--- src/rtl/cvxif_pkg.sv ---
// Minimal CV-X-IF constants used by the mac4b result queue.
package cvxif_pkg;

  localparam int unsigned X_ID_WIDTH = 4;

endpackage : cvxif_pkg

--- src/rtl/mac4b_queue_pkg.sv ---
// Shared types and defaults for the mac4b result queue.
package mac4b_queue_pkg;

  localparam int unsigned DefaultDepth = 4;

  // Entry id field is sized for the CV-X-IF id width; the queue's IdWidth
  // parameter must not exceed it.
  localparam int unsigned EntryIdWidth = cvxif_pkg::X_ID_WIDTH;

  typedef struct packed {
    logic [EntryIdWidth-1:0] id;
    logic [4:0]              rd;
    logic [31:0]             data;
    logic                    committed;
    logic                    killed;
  } mac4b_entry_t;

endpackage : mac4b_queue_pkg

--- src/rtl/mac4b_result_queue.sv ---
// In-order result queue between the mac4b issue stage and the CV-X-IF
// result interface. Entries wait for their commit; committed entries leave
// from the head in push order, killed ones are dropped silently.
//
// Handshakes: a transfer happens on a rising edge where valid && ready.
// in_ready_o depends only on registered state (no pop-to-push bypass);
// result_valid_o never depends on result_ready_i and, once high, holds the
// head entry stable until it is accepted or reset is applied.
module mac4b_result_queue
  import mac4b_queue_pkg::*;
#(
  parameter int unsigned Depth   = DefaultDepth,
  parameter int unsigned IdWidth = cvxif_pkg::X_ID_WIDTH
) (
  input  logic               clk_i,
  input  logic               rst_i,
  // push port from the issue stage
  input  logic               in_valid_i,
  output logic               in_ready_o,
  input  logic [IdWidth-1:0] in_id_i,
  input  logic [4:0]         in_rd_i,
  input  logic [31:0]        in_data_i,
  // CV-X-IF commit
  input  logic               commit_valid_i,
  input  logic [IdWidth-1:0] commit_id_i,
  input  logic               commit_kill_i,
  // CV-X-IF result
  output logic               result_valid_o,
  input  logic               result_ready_i,
  output logic [IdWidth-1:0] result_id_o,
  output logic [4:0]         result_rd_o,
  output logic [31:0]        result_data_o,
  output logic               result_we_o
);

  localparam int unsigned PtrW = $clog2(Depth);
  localparam int unsigned CntW = PtrW + 1;

  mac4b_entry_t         ent_q [Depth];
  mac4b_entry_t         ent_d [Depth];
  logic [Depth-1:0]     valid_q, valid_d;
  logic [PtrW-1:0]      head_q, head_d;
  logic [PtrW-1:0]      tail_q, tail_d;
  logic [CntW-1:0]      count_q, count_d;

  mac4b_entry_t            head_ent;
  logic                    head_valid;
  logic                    head_done;
  logic                    full;
  logic                    push;
  logic                    pop;
  logic                    push_commit;
  logic [EntryIdWidth-1:0] commit_id_ext;
  logic [EntryIdWidth-1:0] in_id_ext;

  // Head view, handshake qualifiers and result outputs.
  always_comb begin
    head_ent       = ent_q[head_q];
    head_valid     = valid_q[head_q];
    head_done      = head_valid && head_ent.committed;
    full           = (count_q == CntW'(Depth));
    in_ready_o     = !full;
    push           = in_valid_i && !full;
    result_valid_o = head_done && !head_ent.killed;
    // Killed heads leave without a handshake; at most one pop per cycle.
    pop            = (result_valid_o && result_ready_i) ||
                     (head_done && head_ent.killed);
    result_id_o    = IdWidth'(head_ent.id);
    result_rd_o    = head_ent.rd;
    result_data_o  = head_ent.data;
    result_we_o    = 1'b1;
    commit_id_ext  = EntryIdWidth'(commit_id_i);
    in_id_ext      = EntryIdWidth'(in_id_i);
    push_commit    = commit_valid_i && (commit_id_i == in_id_i);
  end

  // Next-state: commit marking, head pop and tail push.
  always_comb begin
    ent_d   = ent_q;
    valid_d = valid_q;
    head_d  = head_q;
    tail_d  = tail_q;
    count_d = count_q;

    // A commit marks the matching uncommitted entry; unknown ids fall through.
    for (int i = 0; i < Depth; i++) begin
      if (commit_valid_i && valid_q[i] && !ent_q[i].committed &&
          (ent_q[i].id == commit_id_ext)) begin
        ent_d[i].committed = 1'b1;
        ent_d[i].killed    = commit_kill_i;
      end
    end

    if (pop) begin
      valid_d[head_q] = 1'b0;
      head_d          = head_q + PtrW'(1);
    end

    // The tail slot is never valid when push is allowed, so the writes above
    // cannot collide with this one.
    if (push) begin
      ent_d[tail_q].id        = in_id_ext;
      ent_d[tail_q].rd        = in_rd_i;
      ent_d[tail_q].data      = in_data_i;
      ent_d[tail_q].committed = push_commit;
      ent_d[tail_q].killed    = push_commit && commit_kill_i;
      valid_d[tail_q]         = 1'b1;
      tail_d                  = tail_q + PtrW'(1);
    end

    case ({push, pop})
      2'b10:   count_d = count_q + CntW'(1);
      2'b01:   count_d = count_q - CntW'(1);
      default: count_d = count_q;
    endcase
  end

  // State registers; reset clears control and flags, payload is left as is.
  always_ff @(posedge clk_i) begin
    if (rst_i) begin
      head_q  <= '0;
      tail_q  <= '0;
      count_q <= '0;
      valid_q <= '0;
      for (int i = 0; i < Depth; i++) begin
        ent_q[i].committed <= 1'b0;
        ent_q[i].killed    <= 1'b0;
      end
    end else begin
      head_q  <= head_d;
      tail_q  <= tail_d;
      count_q <= count_d;
      valid_q <= valid_d;
      ent_q   <= ent_d;
    end
  end

endmodule : mac4b_result_queue

--- config.mk ---
export PLATFORM = sky130hd
export DESIGN_NAME = mac4b_result_queue
export DESIGN_NICKNAME = d
export VERILOG_FILES = /design/src/rtl/cvxif_pkg.sv /design/src/rtl/mac4b_queue_pkg.sv /design/src/rtl/mac4b_result_queue.sv
export SDC_FILE = /design/constraint.sdc
export NUM_CORES = 1
export LEC_CHECK = 0
export ABC_AREA = 0
export CAP_MARGIN = 10
export CORE_MARGIN = 2
export CORE_UTILIZATION = 50
export DETAILED_ROUTE_END_ITERATION = 8
export PLACE_DENSITY = 0.78
export SKIP_LAST_GASP = 1
export SLEW_MARGIN = 5
export SYNTH_ARGS = -nofsm -noshare
export SYNTH_HDL_FRONTEND = slang
export SYNTH_SLANG_ARGS = --single-unit
--- constraint.sdc ---
create_clock -name clk_i -period 4.2 [get_ports clk_i]
set_input_delay 0.84 -clock clk_i [delete_from_list [all_inputs] [get_ports clk_i]]
set_output_delay 0.84 -clock clk_i [all_outputs]
set_load 0.03 [all_outputs]
# After elaboration in Yosys (flattened, before gate mapping)
# Index checks and enable logic that the tools add are counted.
[op_classes]
n_addsub = 4
mul = 0
div_mod_pow = 0
order_cmp = 7
n_eq_ne = 8
shift = 0
muxes = 32
n_bitwise = 6
n_reduce_logical = 31
[ops]
columns = ["operator", "count"]
rows = [
  ["172-bit bitwise mux", 5],
  ["43-bit demux with 2-bit select", 5],
  ["131-bit 2-to-1 mux", 1],
  ["43-bit 2-to-1 mux", 3],
  ["43-bit binary-select mux with 2-bit select", 1],
  ["39-bit 2-to-1 mux", 1],
  ["34-bit 2-to-1 mux", 1],
  ["1-bit logical AND", 22],
  ["4-bit == test", 5],
  ["2-bit 2-to-1 mux", 5],
  ["4-bit 2-to-1 mux", 2],
  ["3-bit >= comparator, second input constant", 2],
  ["1-bit zero test", 6],
  ["2-bit by 3-bit < comparator with 1-bit output, second input constant", 2],
  ["2-bit inverter with 3-bit output", 2],
  ["3-bit one-hot mux with 2 select lines", 1],
  ["2-bit by 1-bit adder with 2-bit output, second input constant", 2],
  ["4-bit AND", 1],
  ["1-bit demux with 2-bit select", 2],
  ["2-bit by 1-bit >= comparator with 1-bit output, second input constant", 2],
  ["1-bit 2-to-1 mux", 4],
  ["4-bit inverter", 1],
  ["4-bit OR", 1],
  ["3-bit by 1-bit adder with 3-bit output, second input constant", 1],
  ["10 further kinds", 10],
]
[totals]
regBits = 183
latchBits = 0
mem_bits_rw = 0
rom_bits = 0
in_bits = 51
output_inout_bits = 44
elab_cells = 112
mem_count = 0

# Logic depth before layout (Yosys ltp)
# Gate-level depths: netlist (run 1).
[logic_depth]
ltp_word = 11
mapped_depth = 9
ltp_nobuf = 8

# Worst setup path after synthesis (run 1)
# Ideal clock, no wire load.
[synth_timing]
path_type = "input -> register"
from = "input in_valid_i"
to = "register (tool-made name)"
setup_ns = 0.440
t_arrival_ns = 3.005
required_time_ns = 3.760
setup_slack_ns = 0.756
cell_stages = 3
path_buffers = 1
path_cell_list = "clkbuf_1 > nand3_1 > nor2_1"
[synth_lines]
columns = ["element", "line", "rtl"]
rows = [
  ["from (decl)", "mac4b_result_queue.sv:18", "input logic in_valid_i,"],
]

# Worst setup path after layout (run 1)
[layout_timing]
from = "register head_q[0]"
to = "output result_data_o[14]"
[layout_via]
elab_chain_cells = 4
[layout_rtl]
columns = ["element", "line", "rtl"]
rows = [
  ["from (decl)", "mac4b_result_queue.sv:42", "logic [PtrW-1:0] head_q, head_d;"],
  ["from (signal assigned)", "mac4b_result_queue.sv:121", "head_q <= '0;"],
  ["from (signal assigned)", "mac4b_result_queue.sv:130", "head_q <= head_d;"],
  ["2-bit inverter with 3-bit output (not written as such)", "mac4b_result_queue.sv:58", "head_ent = ent_q[head_q];"],
  ["43-bit binary-select mux with 2-bit select", "mac4b_result_queue.sv:58", ""],
  ["43-bit 2-to-1 mux (not written as such) (2 in a row)", "mac4b_result_queue.sv:58", ""],
  ["to (decl)", "mac4b_result_queue.sv:32", "output logic [31:0] result_data_o,"],
]
# No other way between the ends. The select of a mux whose other input is x is not followed.

==> results of run 1 <==
## critical path, stage by stage (launching register included)
cell             delay (ns)
dfxtp_4                0.81
buf_4                  0.35
mux4_2                 0.54
clkdlybuf4s50_1        0.62
## per-layer routing
layer  part of all wire (%)  track usage [%]  up-vias
met1                     41            24.82     1924
li1                       -                -     1690
met4                   0.61            5.126        0
met5                      0                0        -
met3                    8.6            8.196        8
met2                     50            32.42      132
## cells in the mapped netlist (2+ instances only)
cell	count
a21oi_1	4
o2111ai_1	4
buf_4	2
or2_2	4
o21ai_0	3
or3b_1	2
inv_1	4
edfxtp_1	164
a311oi_1	4
or3_1	2
a221oi_1	4
dfxtp_1	19
buf_2	6
xor2_1	4
ha_1	9
clkbuf_1	11
nand4b_1	4
and3_1	4
nand2_1	14
nor2_1	17
xnor2_1	19
mux4_2	43
nand3_1	10
o221ai_1	4
## where the power goes
group	switching (mW)	leakage [nW]	internal [mW]	total [mW]
combinational	0.169	0.889	0.144	0.313
clock	0.718	0.272	0.783	1.50
sequential	0.0257	1.65	2.04	2.07
## cells by family (layout without fill, tap and decap cells)
logic type | after synthesis | after routing | share of synthesized area, %
flip-flops | 183 | 183 | 73.64
AND/OR/NAND/NOR | 60 | 60 | 4.151
AO/OA/AOI/OAI | 23 | 23 | 2.431
multiplexers | 44 | 44 | 13.58
buffers and inverters | 25 | 137 | 1.511
adder cells (fa/ha/maj) | 10 | 10 | 1.841
XOR/XNOR | 23 | 23 | 2.796
other | 1 | 1 | 0.05205
## worst min-delay path by stage
stage	cells after the start	end
6_report	2	count_q[2]
5_1_grt	2	count_q[2]
4_1_cts	2	count_q[2]
3_5_place_dp	2	count_q[2]
3_3_place_gp	2	count_q[2]
2_1_floorplan	2	count_q[2]
## cell type report
cell class,count,area [um^2],area share (%)
Clock buffer,17,425.4,4.766
Clock inverter,15,142.6,1.598
Inverter,5,18.77,0.2103
Multi-Input combinational cell,161,1821,20.40
Sequential cell,183,5310,59.49
Tap cell,180,225.2,2.523
Timing Repair Buffer,100,983.4,11.02
## per-stage QoR
stage	std cells	setup slack, ns	utilization [%]	cell area [um^2]	hold slack, ns
6_report	661	0.5849	63.81	8926	0.4925
2_1_floorplan	369	0.7555	-	7204	0.4529
3_3_place_gp	629	0.9836	59.75	8358	0.4604
5_1_grt	661	0.3893	63.81	8926	0.5138
3_5_place_dp	629	0.9735	59.75	8358	0.4861
4_1_cts	661	0.4970	63.81	8926	0.4955
==> impl_metrics.toml, run 1 <==
[global_routing]
grt_max_degree = 42
grt_usage_pct = 19.84
grt_pass1_vias = 4030
gr-total-overflow = 0
antenna_found_initial = 0
grt_pass1_wl_um = 21890

[worst_setup_path]
end_kind = "output pin"
crit_type = "flip-flop to output pin"
reg2reg_from = "head_q[0]"
rr_endpoint = "count_q[2]"
r2r_setup_slack_ns = 1.19
endpoint = "result_data_o[14]"
crit_path_start = "head_q[0]"
critical_path_required_ns = 3.36
arrival_ns = 2.78
worstRegToRegCells = 8
crit_fanout = 39
cp-start-kind = "flip-flop"

[die]
die-area_um2 = 15380
coreArea_um2 = 13990
io-pin-count = 95
die_h_um = 124.0
dieWidth_um = 124.0
rows = 43
initial_core_util_pct = 51.50

[timing]
min_period_ns = 3.615
tightest_slew_ns = 0.7367
setup_violations = 0
skew_ns = 0.009282
hold_violations = 0
max_freq_mhz = 276.6
max_slew_margin_pct = 50.89
setup_tns_ns = 0
slew_viol_final = 0
finalCritPeriodShare_pct = 86.07
rsz0062_at_grt = "false"

[synth]
yosys_warnings = 0
syn_area_per_cell_um2 = 19.52
synth_area_um2 = 7204
yosys_register_bits = 183
yosysTopAreaCellShare_pct = 68.36
synth-main-ff-cell = "edfxtp_1"
syn-instance-count = 369
ys_types = 32
yosysSeqAreaShare_pct = 73.64
synth_nets = 430
synth_top_area_cell = "edfxtp_1"
synth.area.top_cells = "edfxtp_1 (68%), mux4_2 (13%), dfxtp_1 (5.3%)"
async_flop_share_pct = 0
synth-edff-count = 164

[route]
firstDrtPassIters = 5
dr.first_iter.drc_count = 322
drtAntennaViolNets = 0
wl_per_cell_um = 21.01
via_per_inst = 5.679
route.vias.total = 3754
drc = 0
wirelength_um = 13890

[pwr]
vdd_drop_max_v = 0.0003393
p_leak_nw = 2.806
power.density_nw_per_um2 = 434.7
power_mw = 3.881

[layout]
area_delta_synth_final_pct = 23.90
antennaDiodeCount = 0
layout_common_cells = "edfxtp_1 (164), clkdlybuf4s50_1 (93), mux4_2 (43)"
final_layout_size_suffix_gt1_share_pct = 19.54
nets = 529
n_fill_cell = 976
layout.cells.most_common = "edfxtp_1"

[clock_tree]
cts_sinks = 183
insertion_delay_ns = 0.43
cts_hold_buf = 0
post_cts_buffers = 0
cts_tree = "done"
cts_resized = 0
root_buffer = "clkbuf_16"
cts.clk_slew.worst_paths_ns = 0.07
clk_path_buf_depth = 2
htree_levels = 4
cts_made_buffers = 17

[placed_design]
portBuffers = 93
dpl.hpwl_um = 8455
gp_congestion = 0.8498

[status]
status = "completed"

[flow_run]
drv_cap = 0

[hold_path]
hp-class = "flip-flop to flip-flop"
worstHoldStart = "count_q[2]"
(Power assumes the default switching activity.)
==> run 2: changes to the inputs <==
--- a/config.mk
+++ b/config.mk
@@ -10,8 +10,8 @@
 export CORE_MARGIN = 2
 export CORE_UTILIZATION = 50
 export DETAILED_ROUTE_END_ITERATION = 8
+export MAX_ROUTING_LAYER = met4
 export PLACE_DENSITY = 0.78
-export SKIP_LAST_GASP = 1
 export SLEW_MARGIN = 5
 export SYNTH_ARGS = -nofsm -noshare
 export SYNTH_HDL_FRONTEND = slang
==> impl_metrics.toml, run 2 (synthesized netlist as in run 1, its figures left out) <==
[die]
io-pin-count = 95
rows = 43
die_h_um = 124.0
dieWidth_um = 124.0
coreArea_um2 = 13990
die-area_um2 = 15380
initial_core_util_pct = 51.50

[layout]
fin_area_um2 = 8955
area_delta_synth_final_pct = 24.30
fin_cells = 662
layout_common_cells = "edfxtp_1 (164), clkdlybuf4s50_1 (93), mux4_2 (43)"
antennaDiodeCount = 0
final_layout_size_suffix_gt1_share_pct = 19.29
nets = 531
final_core_util_pct = 64.02
layout.cells.most_common = "edfxtp_1"

[timing]
skew_ns = 0.008808
setup_violations = 0
rsz0062_at_grt = "false"
tightest_slew_ns = 0.6490
finalCritPeriodShare_pct = 82.50
slew_viol_final = 0
min_period_ns = 3.465
max_freq_mhz = 288.6
max_slew_margin_pct = 56.74
hold_ws_ns = 0.5083
hold_violations = 0
setup_tns_ns = 0
setup_slack_ns = 0.7349

[route]
via_per_inst = 5.669
dr.first_iter.drc_count = 288
route.vias.total = 3753
drc = 0
drtAntennaViolNets = 0
wl_per_cell_um = 21.21
wirelength_um = 14040
firstDrtPassIters = 5

[clock_tree]
cts_tree = "done"
insertion_delay_ns = 0.42
cts.clk_slew.worst_paths_ns = 0.06
cts_hold_buf = 0
cts_sinks = 183
post_cts_buffers = 0
clk_path_buf_depth = 2
htree_levels = 4
cts_made_buffers = 17
root_buffer = "clkbuf_16"
cts_resized = 0

[global_routing]
grt_max_degree = 42
antenna_found_initial = 0
gr-total-overflow = 0
grt_pass1_vias = 4027
grt_pass1_wl_um = 21480
grt_usage_pct = 20.21

[worst_setup_path]
cp-start-kind = "flip-flop"
crit_type = "flip-flop to output pin"
crit_fanout = 24
critical_path_required_ns = 3.36
end_kind = "output pin"
arrival_ns = 2.63
r2r_setup_slack_ns = 1.35

[placed_design]
gp_congestion = 0.8871
portBuffers = 93
dpl_cell_area_um2 = 8373
dpl.hpwl_um = 8937
placed_cells = 631
place_ws_ns = 1.137

[status]
status = "completed"

[flow_run]
drv_cap = 0

[pwr]
vdd_drop_max_v = 0.0003876
power_mw = 3.944
power.density_nw_per_um2 = 440.5
p_leak_nw = 2.830

[hold_path]
hp-class = "flip-flop to flip-flop"
==> run 2: cell count changes in the layout (fill, tap and decap cells not counted), sizes merged <==
| cell | before | now |
|---|---|---|
| clkinv | 6 | 7 |
| clkinvlp | 3 | 2 |
| buf | 7 | 9 |
| inv | 11 | 7 |
| bufinv | 0 | 3 |
==> run 2: per-layer routing <==
layer	up-vias	global-route usage, %	share of wire [%]
li1	1687	-	-
met1	1909	23.72	38
met2	148	31.97	52
met3	9	8.288	9.3
met4	0	6.742	0.73
met5	-	-	0
==> run 2: layout make-up <==
type | count | area, um^2
Sequential cell | 183 | 5310
Fill cell | 951 | 5034
Multi-Input combinational cell | 161 | 1821
Timing Repair Buffer | 102 | 998.5
Clock buffer | 17 | 425.4
Tap cell | 180 | 225.2
Clock inverter | 14 | 156.4
Inverter | 5 | 18.77
==> run 2: path summary, 6_finish.rpt <==
| path | from | cells past startpoint | endpoint |
|---|---|---|---|
| min reg2reg | tail_q[1] | 2 | tail_q[1] |
| max reg2reg | head_q[1] | 8 | count_q[2] |
| min | tail_q[1] | 2 | tail_q[1] |
| max | head_q[1] | 3 | result_data_o[1] |
==> run 2: worst max-delay path, cell delays in order, from the launching register on <==
cell             delay, ns
dfxtp_2               0.72
buf_4                 0.44
mux4_2                0.40
clkdlybuf4s50_1       0.61
==> run 2: power by group <==
group	internal [mW]	switching, mW
Clock	0.926	0.635
Combinational	0.145	0.173
Sequential	2.04	0.0227
==> run 3: changes to the inputs <==
==> constraint.sdc (replaced) <==
create_clock -name clk_i -period 3.33 [get_ports clk_i]
set_input_delay 0.666 -clock clk_i [delete_from_list [all_inputs] [get_ports clk_i]]
set_output_delay 0.666 -clock clk_i [all_outputs]
set_load 0.03 [all_outputs]
==> impl_metrics.toml, run 3 (synthesized netlist as in run 1, its figures left out) <==
[global_routing]
use_met1_pct = 24.68
grt_pass1_vias = 4040
grt_max_degree = 42
gr-total-overflow = 0
use_met2_pct = 31.42
grt-busiest-layer = "met2"
antenna_found_initial = 1
grt_pass1_wl_um = 21320
grt_usage_pct = 19.87
use_met3_pct = 6.548

[clock_tree]
cts_made_buffers = 17
insertion_delay_ns = 0.42
cts_hold_buf = 0
cts_resized = 0
cts_sinks = 183
cts_tree = "done"
post_cts_buffers = 0
root_buffer = "clkbuf_16"
clk_path_buf_depth = 2
htree_levels = 4
cts.clk_slew.worst_paths_ns = 0.07

[route]
route.vias.total = 3784
drtAntennaViolNets = 0
dr.first_iter.drc_count = 236
wl_per_cell_um = 20.55
wirelength_um = 13680
drc = 0
via_per_inst = 5.682
firstDrtPassIters = 5

[pwr]
p_leak_nw = 2.849
vdd_drop_max_v = 0.0005289
power.density_nw_per_um2 = 549.7

[worst_setup_path]
critical_path_required_ns = 2.66
critical_path_cell_count = 3
reg2reg_from = "head_q[0]"
crit_family = "buffers and inverters"
worstRegToRegCells = 8
crit_fanout = 21
slowest_delay_ns = 0.63
arrival_ns = 2.43
cp_slowest_cell = "clkdlybuf4s50_1"
cp-start-kind = "flip-flop"
worstPathCellList = "buf_12 -> mux4_2 -> clkdlybuf4s50_1"
crit_type = "flip-flop to output pin"
rr_endpoint = "count_q[2]"
critPathBufInv = 2
r2r_setup_slack_ns = 0.57
end_kind = "output pin"

[timing]
max_freq_mhz = 322.9
slew_viol_final = 0
setup_tns_ns = 0
max_slew_margin_pct = 52.42
min_period_ns = 3.097
tightest_slew_ns = 0.7114
rsz0062_at_grt = "false"
hold_violations = 0
setup_violations = 0
finalCritPeriodShare_pct = 92.99
skew_ns = 0.008931

[placed_design]
dpl.hpwl_um = 8812
portBuffers = 93
gp_congestion = 0.8538
placed_cells = 633

[hold_path]
min_path_cells = 2
hp-class = "flip-flop to flip-flop"
worstHoldStart = "count_q[2]"
hold_end = "count_q[2]"

[die]
rows = 43
io-pin-count = 95
coreArea_um2 = 13990
dieWidth_um = 124.0
die-area_um2 = 15380
initial_core_util_pct = 51.50
die_h_um = 124.0

[layout]
area_delta_synth_final_pct = 25.13
multi_input_area_um2 = 1821
nets = 533
layout.cells.most_common = "edfxtp_1"
fin_cells = 666
layout_common_cells = "edfxtp_1 (164), clkdlybuf4s50_1 (93), mux4_2 (43)"
n_fill_cell = 965
final_core_util_pct = 64.45
regArea_um2 = 5310
final_layout_size_suffix_gt1_share_pct = 19.79

[flow_run]
drv_cap = 0

[status]
status = "completed"
==> run 3: cell types whose count changed in the layout (fill, tap and decap cells not counted), sizes merged <==
cell and delta:
buf +2, clkinvlp -1, bufinv -2, clkbuf +1
diode +1, clkinv -3, inv +6
==> run 3: layer usage <==
layer	routed length [um]	up-vias
li1	-	1702
met1	5739	1937
met2	6832	130
met3	957	15
met4	154	0
met5	0	-
==> run 3: area by class of cell <==
class                   count  area share (%)
clock inverters            14           1.749
well taps                 180           2.498
multi-input cells         161           20.19
diodes                      1         0.02776
repair buffers            104           11.66
flip-flops and latches    183           58.90
inverters                   5          0.2082
clock buffers              18           4.761
==> run 3: worst register-to-register path, stage by stage (launching register included) <==
cell and delay, ns:
dfxtp_4 0.57, mux4_2 0.58, nor2_2 0.18, nor2_1 0.14, ha_1 0.25, fa_1 0.39, xnor2_1 0.14, or3_1 0.31
a21oi_1 0.15
==> run 3: power by group <==
group,switching (mW),total [mW],leakage (nW),internal (mW)
logic,0.220,0.406,0.919,0.186
registers,0.0276,2.60,1.65,2.57
clock network,0.882,1.95,0.284,1.07
==> run 3: worst max path at each step <==
stage          slack, ns  startpoint           endpoint
2_1_floorplan       0.62  count_q[0]          flip-flop
3_3_place_gp        0.61  in_valid_i         count_q[2]
3_5_place_dp        0.54  in_valid_i         count_q[2]
4_1_cts             0.18   head_q[0]  result_data_o[22]
5_1_grt              0.1   head_q[0]  result_data_o[14]
6_report            0.23   head_q[0]  result_data_o[22]
==> run 3: per-stage QoR <==
step,hold WS [ns],setup slack (ns),power [mW],cell area [um^2]
2_1_floorplan,0.4529,0.6235,2.861,7214
3_3_place_gp,0.4732,0.6131,3.045,8426
3_5_place_dp,0.4869,0.5398,3.059,8426
4_1_cts,0.4961,0.1820,4.993,9012
5_1_grt,0.5136,0.09819,5.121,9015
6_report,0.4935,0.2333,4.955,9015
